===== src/rtl/clk_gate_pkg.sv =====
// Shared constants and types for the clk_gate_cell clock-enable buffer.
package clk_gate_pkg;

    localparam int HOLD_W        = 8;
    localparam int CNT_WIDTH_DEF = 32;

    typedef struct packed {
        logic [CNT_WIDTH_DEF-1:0] on_cycles;
        logic [CNT_WIDTH_DEF-1:0] off_cycles;
    } clk_gate_stats_t;

endpackage


===== src/rtl/clk_gate_latch.sv =====
// Low-phase transparent enable latch plus AND gate; kept separate so synthesis can map it onto an ICG cell.
module clk_gate_latch (
    input  logic clk,
    input  logic rst_n,
    input  logic en,
    input  logic test_en,
    output logic clk_o,
    output logic en_lat
);

    logic r_en_lat;

    // Reset overrides the clock phase so a high pulse is cut short when test_en is low.
    always_latch begin
        if (!rst_n) begin
            r_en_lat = test_en;
        end else if (!clk) begin
            r_en_lat = en | test_en;
        end
    end

    assign en_lat = r_en_lat;
    assign clk_o  = clk & r_en_lat;

endmodule


===== src/rtl/clk_gate_cell.sv =====
// Glitch-free clock-enable buffer with hold-off hysteresis and test override.
// Define CLKGATE_STATS_EN to build the on/off edge statistics counters.
module clk_gate_cell
    import clk_gate_pkg::*;
#(
    parameter int ENABLE_GATING = 1,
    parameter int HOLD_CYCLES   = 0,
    parameter int CNT_WIDTH     = CNT_WIDTH_DEF
) (
    input  logic                 clk,
    input  logic                 rst_n,
    input  logic                 ce,
    input  logic                 test_en,
    output logic                 clk_o,
    output logic                 clk_active,
    output logic [CNT_WIDTH-1:0] stat_on_cycles,
    output logic [CNT_WIDTH-1:0] stat_off_cycles
);

    logic w_en_lat;

    generate
        if (ENABLE_GATING != 0) begin : g_gate
            localparam logic [HOLD_W-1:0] HOLD_LOAD = HOLD_W'(HOLD_CYCLES);

            logic [HOLD_W-1:0] r_hold_cnt;
            logic              w_hold_active;
            logic              w_en_req;

            // A ce sample reloads the counter even while it is still draining.
            always_ff @(posedge clk or negedge rst_n) begin
                if (!rst_n) begin
                    r_hold_cnt <= '0;
                end else if (ce) begin
                    r_hold_cnt <= HOLD_LOAD;
                end else if (w_hold_active) begin
                    r_hold_cnt <= r_hold_cnt - HOLD_W'(1);
                end
            end

            assign w_hold_active = (r_hold_cnt != '0);
            assign w_en_req      = ce | test_en | w_hold_active;

            clk_gate_latch u_latch (
                .clk     (clk),
                .rst_n   (rst_n),
                .en      (w_en_req),
                .test_en (test_en),
                .clk_o   (clk_o),
                .en_lat  (w_en_lat)
            );
        end else begin : g_pass
            assign clk_o    = clk;
            assign w_en_lat = 1'b1;
        end
    endgenerate

    assign clk_active = w_en_lat;

`ifdef CLKGATE_STATS_EN
    localparam logic [CNT_WIDTH-1:0] CNT_MAX = '1;

    logic [CNT_WIDTH-1:0] r_on_cnt;
    logic [CNT_WIDTH-1:0] r_off_cnt;

    // The latch is closed at the rising edge, so w_en_lat is the value that qualified this edge.
    always_ff @(posedge clk or negedge rst_n) begin
        if (!rst_n) begin
            r_on_cnt  <= '0;
            r_off_cnt <= '0;
        end else if (w_en_lat) begin
            if (r_on_cnt != CNT_MAX) begin
                r_on_cnt <= r_on_cnt + CNT_WIDTH'(1);
            end
        end else if (r_off_cnt != CNT_MAX) begin
            r_off_cnt <= r_off_cnt + CNT_WIDTH'(1);
        end
    end

    assign stat_on_cycles  = r_on_cnt;
    assign stat_off_cycles = r_off_cnt;
`else
    assign stat_on_cycles  = '0;
    assign stat_off_cycles = '0;
`endif

endmodule


===== config.mk =====
export PLATFORM = sky130hd
export DESIGN_NAME = clk_gate_cell
export DESIGN_NICKNAME = d
export VERILOG_FILES = /design/src/rtl/clk_gate_pkg.sv /design/src/rtl/clk_gate_latch.sv /design/src/rtl/clk_gate_cell.sv
export SDC_FILE = /design/constraint.sdc
export NUM_CORES = 1
export LEC_CHECK = 0
export CORE_MARGIN = 8
export CORE_UTILIZATION = 30
export DETAILED_ROUTE_END_ITERATION = 10
export PLACE_DENSITY = 0.82
export SLEW_MARGIN = 20
export SYNTH_ARGS = -nofsm -noshare
export SYNTH_HDL_FRONTEND = slang
export SYNTH_SLANG_ARGS = --single-unit

===== constraint.sdc =====
create_clock -name clk -period 3.5 [get_ports clk]
set_clock_uncertainty 0.15 [all_clocks]
set_input_delay 0.7 -clock clk [delete_from_list [all_inputs] [get_ports clk]]
set_output_delay 0.7 -clock clk [all_outputs]
set_load 0.03 [all_outputs]

==> run metrics <==
status=complete, but fails checks; failing checks=setup timing; Setup violations, final=2; commonest non-fill, non-tap cell in the layout=conb_1; Worst path top cell family by delay=latches; antenna diode count=0; Post-DP HPWL=roughly 1400 um; CP bufs+invs=1; reg2reg start=g_gate.r_hold_cnt[0]; crit path capture type=output pin; vias in the first global route=644; worst endpoint required time=2.65 ns; reg2reg path depth=5; first-pass GRT wire length=approximately 2700 um; post-synth top area cell=buf_4; top sig layer=met4; PwrDens=roughly 730 mW/mm^2; most frequent cells in the layout=conb_1, nor2_1, dfrtp_1; starting density of the core=a little under a third; Total GRT Usage=slightly below 7%; ys flop type=dfrtp_1; WL met1=603 um; Syn Inst Count=approximately 120; die width=73.5 um; share of the synthesized area in the top cell type=slightly below 50%; CP Class=latch2out; initial DRC count=13; crit path cell chain=and2_4 > buf_6; antenna-violating nets left=0; GPL Wtd Cong=roughly 0.85; I/O pin cnt=70; Final nets=around 140; Hold Path Origin=rst_n; CTS tree=yes; DRC=0; Post-Syn Area=around 1000 um^2; layout overhead on the synthesized area=-4.03%; synth warn=0; IO buf count=5; CP max FO=2; via count=620; vias per cell=approximately 3.4; metal2 WL=about 970 um; startpoint types=latch; DR WL met3=~240 um; share of cells above drive strength 1=14.8%; Syn Area/Cell=8.35 um^2; synth top area cells=buf_4, dfrtp_1, nor2_1; FF+latch count, synth=9; number of synthesized flops with an enable pin=0; final hold violations=0; P_leak=a little over 0.0005 uW; Hold Crit Class=in2gate; wirelength, routed=1850 um; largest net degree at the start of global routing=16; initial antenna violation count=0; Setup Buffers After CTS=0; CP max stage cell=dlxtp_1; Final WS setup=-0.0495 ns; Max IR drop VDD=~400 uV; Pwr Total=roughly 700 uW; Skew-Pair Late Insertion Delay=0.36 ns; CP peak stage delay=roughly 0.36 ns; RSZ-0062 raised after global routing=true; R2R setup slack=~0.17 ns; die area=0.00541 mm^2; hold depth=4; core footprint=between 0.003 and 0.004 mm^2; die height=about 74 um; Rows=21; gr ovfl total=0; Critical R2R Capture=g_gate.u_latch.en_lat; setup tns final=-0.0495 ns; maxcap violations=0; proportion of synthesized flip-flops having asynchronous set or reset=88.9%; clk slew on worst S/H paths=~0.050 ns; routed length per instance=~10 um; drt pass-1 iters=4; max-slew violation count=0; Critical Path AT=2.70 ns; synth unique cells=28
==> cells by family after synthesis <==
logic type | count (synthesis) | synth area share (%)
mux | 2 | 2.27
compound gates | 11 | 7.43
other cells | 1 | 0.377
simple gates | 27 | 16.2
fa+ha+maj | 2 | 2.52
flops | 8 | 20.2
latches | 1 | 1.51
buf+inv | 67 | 49.5
==> worst max path at each step <==
stage / cells after the start / startpoint / endpoint
CTS: 2 / g_gate.u_latch.en_lat / clk_o
global route: 2 / g_gate.u_latch.en_lat / clk_o
floorplan: 1 / g_gate.u_latch.en_lat / clk_o
global placement: 2 / g_gate.u_latch.en_lat / clk_o
detailed placement: 2 / g_gate.u_latch.en_lat / clk_o
finish: 2 / g_gate.u_latch.en_lat / clk_o
==> cell type report <==
| type | count | area, um^2 |
|---|---|---|
| Sequential cell | 9 | 215 |
| Tap cell | 46 | 57.6 |
| Clock buffer | 9 | 67.6 |
| Timing Repair Buffer | 9 | 80.1 |
| Inverter | 2 | 7.51 |
| Multi-Input combinational cell | 106 | 526 |
| Fill cell | 357 | 2300 |
==> layer usage <==
metal  vias to the layer above  global-route usage (%)
li1                        296                       -
met1                       274                    5.79
met2                        42                    10.6
met3                         8                    3.68
met4                         0                    8.20
met5                         -                       0
==> synth_stat cells (2+ instances only) <==
| cell type | n |
|---|---|
| buf_4 | 64 |
| nor2_1 | 9 |
| dfrtp_1 | 8 |
| a21oi_1 | 4 |
| nand2b_1 | 4 |
| ha_1 | 2 |
| inv_1 | 2 |
| mux2_2 | 2 |
| nand2_1 | 2 |
| nor3_1 | 2 |
| o22ai_1 | 2 |
| or3_1 | 2 |
==> report_power, final <==
group | switching [uW] | total (uW) | internal (uW)
clock network | 90.2 | 217 | 127
registers | 32.7 | 161 | 128
logic | 200 | 318 | 117
total | 323 | 696 | 372
==> sequential cells by signal, indices dropped and copies added (netlist names) <==
name,count
g_gate.r_hold_cnt,8
g_gate.u_latch.en_lat,1
==> worst reg2reg max path, stage by stage (launching register included) <==
cell	delay, ns
dfrtp_1	0.40
inv_1	0.10
ha_1	0.17
or3b_4	0.41
nor3b_4	0.22
a21oi_1	0.08
==> stage by stage <==
stage,std cells,cell area [um^2],util (%),worst slack [ns],hold WS (ns)
floorplan,182,1230,-,0.0672,-1.20
global placement,171,873,26.8,-0.161,-0.574
detailed placement,171,873,26.8,-0.169,-0.568
CTS,181,953,29.3,-0.00413,0.293
global route,181,953,29.3,-0.0777,0.326
finish,181,953,29.3,-0.0495,0.287
==> timing repair <==
item,4_1_cts,5_1_grt
resized for setup,8,0
hold buffers,2,0
endpoints found under the setup margin,2,2
endpoints found under the hold margin,1,0
No activity file was read; power rests on OpenSTA's default activity.
